<file path="src/rtl/swap_pkg.sv">
// Shared types and constants for the register-swap engine.
package swap_pkg;

    typedef enum logic [1:0] {
        IDLE  = 2'b00,
        STEP1 = 2'b01,
        STEP2 = 2'b10,
        STEP3 = 2'b11
    } state_t;

    localparam logic MODE_TEMP = 1'b0;
    localparam logic MODE_XOR  = 1'b1;

endpackage

</file>
<file path="src/rtl/swap_regfile.sv">
// NREG x WIDTH register file: one synchronous write port, three asynchronous reads.
// Reset loads each entry with its index plus one.
module swap_regfile #(
    parameter int unsigned WIDTH = 6,
    parameter int unsigned NREG  = 4,
    parameter int unsigned IDXW  = $clog2(NREG)
) (
    input  logic             clk,
    input  logic             rst,
    input  logic             we,
    input  logic [IDXW-1:0]  widx,
    input  logic [WIDTH-1:0] wdata,
    input  logic [IDXW-1:0]  rd_idx,
    output logic [WIDTH-1:0] rd_data,
    input  logic [IDXW-1:0]  a_idx,
    output logic [WIDTH-1:0] a_data,
    input  logic [IDXW-1:0]  b_idx,
    output logic [WIDTH-1:0] b_data
);

    logic [WIDTH-1:0] r_mem [NREG];

    always_ff @(posedge clk) begin
        if (rst) begin
            for (int unsigned i = 0; i < NREG; i++) begin
                r_mem[i] <= WIDTH'(i + 1);
            end
        end else if (we) begin
            r_mem[widx] <= wdata;
        end
    end

    // External read returns zero for indices past the last register.
    assign rd_data = (32'(rd_idx) < NREG) ? r_mem[rd_idx] : '0;
    assign a_data  = r_mem[a_idx];
    assign b_data  = r_mem[b_idx];

endmodule

</file>
<file path="src/rtl/swap_engine.sv">
// Swaps any two registers of a small register file, either through a temp
// register or by a three-step in-place XOR exchange, with a busy/done handshake.
module swap_engine
    import swap_pkg::*;
#(
    parameter int unsigned WIDTH = 6,
    parameter int unsigned NREG  = 4,
    parameter int unsigned IDXW  = $clog2(NREG)
) (
    input  logic             clk,
    input  logic             rst,
    input  logic             start,
    input  logic [IDXW-1:0]  idx_a,
    input  logic [IDXW-1:0]  idx_b,
    input  logic             mode,
    input  logic             wr_en,
    input  logic [IDXW-1:0]  wr_idx,
    input  logic [WIDTH-1:0] wr_data,
    input  logic [IDXW-1:0]  rd_idx,
    output logic [WIDTH-1:0] rd_data,
    output logic             busy,
    output logic             done,
    output logic             err
);

    state_t           r_state;
    state_t           w_next;
    logic [IDXW-1:0]  r_a;
    logic [IDXW-1:0]  r_b;
    logic             r_m;
    logic [WIDTH-1:0] r_tmp;
    logic             r_done;
    logic             r_err;

    logic [WIDTH-1:0] w_a_data;
    logic [WIDTH-1:0] w_b_data;
    logic             w_we;
    logic [IDXW-1:0]  w_widx;
    logic [WIDTH-1:0] w_wdata;
    logic             w_tmp_ld;
    logic             w_accept;
    logic             w_reject;
    logic             w_start_ok;
    logic             w_wr_ok;
    logic             w_same;

    swap_regfile #(
        .WIDTH (WIDTH),
        .NREG  (NREG),
        .IDXW  (IDXW)
    ) u_regfile (
        .clk     (clk),
        .rst     (rst),
        .we      (w_we),
        .widx    (w_widx),
        .wdata   (w_wdata),
        .rd_idx  (rd_idx),
        .rd_data (rd_data),
        .a_idx   (r_a),
        .a_data  (w_a_data),
        .b_idx   (r_b),
        .b_data  (w_b_data)
    );

    assign w_start_ok = (32'(idx_a) < NREG) && (32'(idx_b) < NREG);
    assign w_wr_ok    = 32'(wr_idx) < NREG;
    // Self-swap keeps stepping but must never write, or XOR mode would clear it.
    assign w_same     = (r_a == r_b);

    always_comb begin
        w_next   = r_state;
        w_we     = 1'b0;
        w_widx   = r_a;
        w_wdata  = w_a_data ^ w_b_data;
        w_tmp_ld = 1'b0;
        w_accept = 1'b0;
        w_reject = 1'b0;
        unique case (r_state)
            IDLE: begin
                if (start) begin
                    w_accept = w_start_ok;
                    w_reject = !w_start_ok;
                    if (w_start_ok) w_next = STEP1;
                end
                if (wr_en && w_wr_ok) begin
                    w_we    = 1'b1;
                    w_widx  = wr_idx;
                    w_wdata = wr_data;
                end
            end
            STEP1: begin
                w_next = STEP2;
                if (r_m == MODE_XOR) w_we = !w_same;
                else                 w_tmp_ld = 1'b1;
            end
            STEP2: begin
                w_next = STEP3;
                w_we   = !w_same;
                if (r_m == MODE_XOR) w_widx  = r_b;
                else                 w_wdata = w_b_data;
            end
            STEP3: begin
                w_next = IDLE;
                w_we   = !w_same;
                if (r_m != MODE_XOR) begin
                    w_widx  = r_b;
                    w_wdata = r_tmp;
                end
            end
        endcase
    end

    always_ff @(posedge clk) begin
        if (rst) begin
            r_state <= IDLE;
            r_a     <= '0;
            r_b     <= '0;
            r_m     <= 1'b0;
            r_tmp   <= '0;
            r_done  <= 1'b0;
            r_err   <= 1'b0;
        end else begin
            r_state <= w_next;
            r_done  <= (r_state == STEP3);
            r_err   <= w_reject;
            if (w_accept) begin
                r_a <= idx_a;
                r_b <= idx_b;
                r_m <= mode;
            end
            if (w_tmp_ld) r_tmp <= w_a_data;
        end
    end

    assign busy = (r_state != IDLE);
    assign done = r_done;
    assign err  = r_err;

endmodule

</file>
<file path="config.mk">
export PLATFORM = sky130hd
export DESIGN_NAME = swap_engine
export DESIGN_NICKNAME = d
export VERILOG_FILES = /design/src/rtl/swap_pkg.sv /design/src/rtl/swap_regfile.sv /design/src/rtl/swap_engine.sv
export SDC_FILE = /design/constraint.sdc
export NUM_CORES = 1
export LEC_CHECK = 0
export CORE_UTILIZATION = 34
export CTS_BUF_LIST = sky130_fd_sc_hd__clkbuf_4
export CTS_CLUSTER_SIZE = 12
export DETAILED_ROUTE_END_ITERATION = 10
export PLACE_DENSITY = 0.58
export SYNTH_ARGS = -nofsm -noshare
export SYNTH_HDL_FRONTEND = slang
export SYNTH_SLANG_ARGS = --single-unit
</file>
<file path="constraint.sdc">
create_clock -name clk -period 6 [get_ports clk]
set_input_delay 1.2 -clock clk [delete_from_list [all_inputs] [get_ports clk]]
set_output_delay 1.2 -clock clk [all_outputs]
set_load 0.02 [all_outputs]
</file>
==> impl_results.md, run 1 <==
* Run status: finished, final reports clean
* Chip height at 86.0 um
* Met3 usage at 0.0279
* Total power at 1.05 mW
* Worst Path Arrival at 3.04 ns
* Routed len/inst at 16.3 um
* Io pins at 28
* Port-buffer cells at 26
* Max_slew headroom at 0.480
* CP Capture Type: output port
* Vias in the first global route at 1712
* Total congestion overflow at 0
* Fin cells at 333
* Post-synth EDFFs at 24
* H-tree levels at 2
* Mapped Area at 0.00240 sq mm
* PwrDens at 381 mW/mm^2
* Slew @ Worst Pin at 0.778 ns
* Skew final at 0.0203 ns
* DRC violations left at 0
* WS Path Type: in2out
* GR Util met1 at 0.208
* Type of the tightest min-delay check: reg2reg
* CP max FO at 6
* TritonRoute pass-1 iters at 4
* Die W at 86.0 um
* Cell row count at 30
* Cells after Synth at 216
* First-pass GRT wire length at 8840 um
* Area of the core at 0.00679 sq mm
* Placed Cells at 325
* Total negative setup slack at 0 ns
* Pleak at 0.917 nW
* Placer Congestion at 0.875
* # diodes at 0
* Busiest metal layer after global routing: met2
* CTS Buf Count at 5
* CTS max path bufs at 2
* Syn Area/Cell at 11.1 sq um
* Endpoints failing setup at 0
* Seq/Total Area, Yosys at 0.451
* Slew Limit Fails at 0
* Clock transition at the registers of the reported paths at 0.15 ns
* Clk sinks at 42
* Yosys reg bits at 42
* Synth warn at 0
* Fin crit period at 4.24 ns
* CP startpoint kind: input port
* Mapped Nets at 240
* Synth Flop Type: edfxtp_1
* Via Count at 1734
* Die footprint at 0.00739 sq mm
* Critical Path RT at 4.80 ns
* DRT iter0 DRCs at 133
* Final hold violation count at 0
* Vias per cell at 5.21
* Max cap viols at 0
* Root Buffer: clkbuf_4
* Final ANT Viol Nets at 0
* Worst-Skew Late Latency at 0.37 ns
* All-layer global routing usage at 0.160
* Hold slack at 0.476 ns
* Post-synthesis cell type count at 39
* Asr flop ratio synth at 0
* Synth-to-Final Area Change at 14.8%
* Unrepaired setup endpoints after global routing: false
* Post-CTS setup buffers at 0
* Fmax achieved at 236 MHz
* Layout cells sized above 1 at 0.148
* Final Cycle Share at 0.707
* Hold buffer count at CTS at 0
* Net count, final at 260
* Initial Util at 0.353
* GR Layer Usage met2 at 0.269
* Detailed Route WL at 5420 um
* Dpl hpwl at 4300 um
* Pin count of the biggest net entering global routing at 22
* Initial antenna violation count at 0
* Max VDD drop at 96.2 uV
* CTS tree: yes
* Post-CTS resize count at 0
==> routing by layer <==
| layer | wire length (um) | part of all wire |
|---|---|---|
| met3 | 149 | 0.027 |
| met1 | 2480 | 0.46 |
| met4 | 94 | 0.017 |
| met5 | 0 | 0 |
| met2 | 2700 | 0.50 |
==> layout by cell type (no fill, tap or decap), types with 5 or more instances in the layout <==
master / synthesis / layout
nor2_2: 5 / 5
nand3_1: 6 / 6
nor2b_1: 5 / 5
dfxtp_1: 18 / 18
ha_1: 5 / 5
edfxtp_1: 24 / 24
clkbuf_4: 0 / 5
nor2_1: 20 / 20
mux4_2: 18 / 18
nand2_1: 34 / 34
a21oi_1: 17 / 17
clkdlybuf4s50_1: 0 / 26
==> logic make-up after synthesis <==
family                     count (synthesis)  synth area share
xor gates and xnor gates                   6            0.0219
adders and majority gates                  5            0.0261
buffers and inverters                     16            0.0417
DFF                                       42             0.451
other                                      1           0.00156
and+or+nand+nor                           86             0.166
AOI/OAI and AO/OA                         41             0.118
muxes                                     19             0.173
==> worst paths after layout <==
path | endpoint | startpoint | depth (start not counted) | slack, ns
hold reg to reg | r_tmp[4] | r_tmp[4] | 2 | 0.48
setup reg to reg | u_regfile.r_mem[0][1] | r_state[1] | 7 | 2.97
hold / removal | r_tmp[4] | r_tmp[4] | 2 | 0.48
setup / recovery | rd_data[0] | rd_idx[0] | 3 | 1.76
==> power breakdown <==
group          internal, mW  leakage, nW  total, mW  switching [mW]
clock network        0.0504       0.0366      0.158           0.108
logic                 0.199        0.500      0.479           0.280
registers             0.361        0.381      0.412          0.0504
total                 0.611        0.917       1.05           0.439
==> through the flow <==
| step | worst slack [ns] | area (sq um) | util |
|---|---|---|---|
| 6_report | 1.76 | 2750 | 0.405 |
| 5_1_grt | 1.68 | 2750 | 0.405 |
| 4_1_cts | 1.73 | 2750 | 0.405 |
| 3_5_place_dp | 1.74 | 2690 | 0.396 |
| 3_3_place_gp | 1.73 | 2690 | 0.396 |
| 2_1_floorplan | 2.65 | 2400 | - |
==> worst max-delay path, stage by stage <==
cell	delay, ns
clkdlybuf4s50_1	0.70
mux4_2	0.58
clkdlybuf4s50_1	0.55
==> cells in the mapped netlist (all sizes together), types with 2 or more instances <==
library cell / instances / area share
nand2: 34 / 0.053
nor2: 25 / 0.044
edfxtp: 24 / 0.30
dfxtp: 18 / 0.15
mux4: 18 / 0.17
a21oi: 17 / 0.035
buf: 8 / 0.029
nand3: 6 / 0.013
nor2b: 6 / 0.017
clkbuf: 5 / 0.0078
ha: 5 / 0.026
a211oi: 4 / 0.013
a222oi: 4 / 0.017
nand2b: 4 / 0.010
xnor2: 4 / 0.015
inv: 3 / 0.0047
nor3: 3 / 0.0063
o22a: 3 / 0.011
or3: 3 / 0.0078
a211o: 2 / 0.0073
a221oi: 2 / 0.0073
nor3b: 2 / 0.0063
o211ai: 2 / 0.0063
o31a: 2 / 0.0073
xor2: 2 / 0.0073
==> area by class of cell <==
| type | count | area (sq um) |
|---|---|---|
| fillers | 680 | 4040 |
| multi-input cells | 158 | 1220 |
| flip-flops and latches | 42 | 1080 |
| repair buffers | 26 | 260 |
| well taps | 96 | 120 |
| clock buffers | 5 | 37.5 |
| clock inverters | 3 | 26.3 |
| inverters | 3 | 11.3 |
==> flip-flops by register name (all words and copies together) (netlist names), named ones only <==
| name | cells |
|---|---|
| r_b | 2 |
| r_tmp | 6 |
| r_m | 1 |
| r_state | 2 |
| u_regfile.r_mem | 24 |
| done | 1 |
| r_a | 2 |
No activity file was read; power rests on OpenSTA's default activity.
==> run 2: changes to the inputs <==
==> constraint.sdc (replaced) <==
create_clock -name clk -period 4.15 [get_ports clk]
set_input_delay 0.83 -clock clk [delete_from_list [all_inputs] [get_ports clk]]
set_output_delay 0.83 -clock clk [all_outputs]
set_load 0.02 [all_outputs]
==> impl_results.md, run 2 (same netlist as run 1, synthesis figures left out) <==
* Worst-Skew Late Latency at 0.37 ns (about the same)
* Layout cells sized above 1 at 0.151 (+0.00358)
* Max_slew headroom at 0.620 (+0.140)
* Total congestion overflow at 0 (unchanged)
* WL met2 at 2690 um (-0.52%)
* Via Count at 1716 (-1.0%)
* Endpoints failing setup at 0 (unchanged)
* Metal3 WL at 131 um (-12%)
* CP max FO at 6 (unchanged)
* Fin crit period at 3.51 ns
* Initial antenna violation count at 0 (unchanged)
* Top layer in use: met4
* First-pass GRT wire length at 8600 um (-2.6%)
* Vias in the first global route at 1637 (-4.4%)
* CTS max path bufs at 2 (unchanged)
* Place WS at 0.622 ns (-1.12 ns)
* Commonest non-fill, non-tap cell in the layout: nand2_1
* Die W at 86.0 um (unchanged)
* Regs by FF count: u_regfile.r_mem (24), r_tmp (6)
* Unrepaired setup endpoints after global routing: false
* Fin cells at 334 (+0.30%)
* PwrDens at 543 mW/mm^2 (+42%)
* Type of the tightest min-delay check: reg2reg
* M1 wire length at 2400 um (-3.2%)
* Post-CTS resize count at 0 (unchanged)
* Clock transition at the registers of the reported paths at 0.14 ns (about the same)
* Area of the core at 0.00679 sq mm (unchanged)
* Critical Path RT at 3.32 ns (-1.48 ns)
* Port-buffer cells at 26 (unchanged)
* Slew Limit Fails at 0 (unchanged)
* CTS tree: yes
* Chip height at 86.0 um (unchanged)
* Most common cell on crit path: clkdlybuf4s50_1
* H-tree levels at 2 (unchanged)
* # diodes at 0 (unchanged)
* Most flops, register: u_regfile.r_mem
* Hold buffer count at CTS at 0 (unchanged)
* Run status: finished, final reports clean
* Initial Util at 0.353 (unchanged)
* Worst stage delay on the critical path at 0.72 ns (+0.02 ns)
* Placed Cells at 326 (+0.31%)
* TritonRoute pass-1 iters at 4 (unchanged)
* Final core occ at 0.406 (+0.00110)
* Net count, final at 261 (+0.38%)
* Max cap viols at 0 (unchanged)
* DRT iter0 DRCs at 131 (-1.5%)
* Detailed Route WL at 5300 um (-2.2%)
* Hold slack at 0.474 ns (-0.00132 ns)
* Final ANT Viol Nets at 0 (unchanged)
* CP Capture Type: output port
* Clk sinks at 42 (unchanged)
* All-layer global routing usage at 0.154 (-0.00618)
* Vias per cell at 5.14 (-1.3%)
* Root Buffer: clkbuf_4
* Io pins at 28 (unchanged)
* Largest register FFs at 24 (unchanged)
* Slowest cell on crit path: clkdlybuf4s50_1
* Placer Congestion at 0.821 (-6.2%)
* Pleak at 0.922 nW (+0.52%)
* Max VDD drop at 143 uV (+49%)
* CP startpoint kind: input port
* Cell area after layout at 0.00276 sq mm (+0.27%)
* Total power at 1.50 mW (+43%)
* Routed len/inst at 15.9 um (-2.5%)
* Commonest non-fill, non-tap cells in the layout: nand2_1 (34), clkdlybuf4s50_1 (26), edfxtp_1 (24), nor2_1 (20)
* Placed Area at 0.00270 sq mm (+0.28%)
* Post-CTS setup buffers at 0 (unchanged)
* Total negative setup slack at 0 ns (unchanged)
* CTS Buf Count at 5 (unchanged)
* Fmax achieved at 285 MHz
* Die footprint at 0.00739 sq mm (unchanged)
* CP cell instances: clkdlybuf4s50_1 > mux4_2 > clkdlybuf4s50_1
* Dpl hpwl at 4270 um (-0.85%)
* Cell row count at 30 (unchanged)
* Worst Path Arrival at 2.68 ns (-0.36 ns)
* Skew final at 0.0174 ns (-0.00293 ns)
* WS Path Type: in2out
* Synth-to-Final Area Change at 15.1%
* DRC violations left at 0 (unchanged)
* Final Cycle Share at 0.845
* Pin count of the biggest net entering global routing at 21 (-4.5%)
* Slew @ Worst Pin at 0.570 ns (-0.208 ns)
* Final hold violation count at 0 (unchanged)
* Fin worst setup slack at 0.642 ns (-1.11 ns)
-- run 2: changes by cell type in the layout (fill, tap and decap cells not counted), sizes merged --
cell  delta
buf      +1
-- run 2: area by class of cell --
class,count,area (sq um)
inverter,3,11.3
timing repair buffer,27,268
fill,654,4030
multi-input combinational,158,1220
clock inverter,3,26.3
clock buffer,5,37.5
sequential,42,1080
tap,96,120
-- run 2: worst paths after layout --
path                    from                     to  slack, ns  cells past startpoint
hold / removal      r_tmp[2]               r_tmp[2]       0.47                      2
setup reg to reg  r_state[1]  u_regfile.r_mem[0][0]       1.09                      7
hold reg to reg     r_tmp[2]               r_tmp[2]       0.47                      2
setup / recovery   rd_idx[0]             rd_data[0]       0.64                      3
-- run 2: worst max-delay path: cells and delay by family --
kind,cells,cell delay [ns]
multiplexers,1,0.57
buffers and inverters,2,1.27
-- run 2: routing by layer --
layer,up-vias,track usage
met3,8,0.0260
met4,0,0.0500
met1,836,0.202
met5,-,0
li1,846,-
met2,26,0.259
-- run 2: power breakdown --
group	switching (mW)	total (mW)	internal [mW]	leakage, nW
logic	0.388	0.677	0.288	0.504
clock network	0.155	0.227	0.0728	0.0366
registers	0.0725	0.595	0.522	0.381
total	0.615	1.50	0.884	0.922
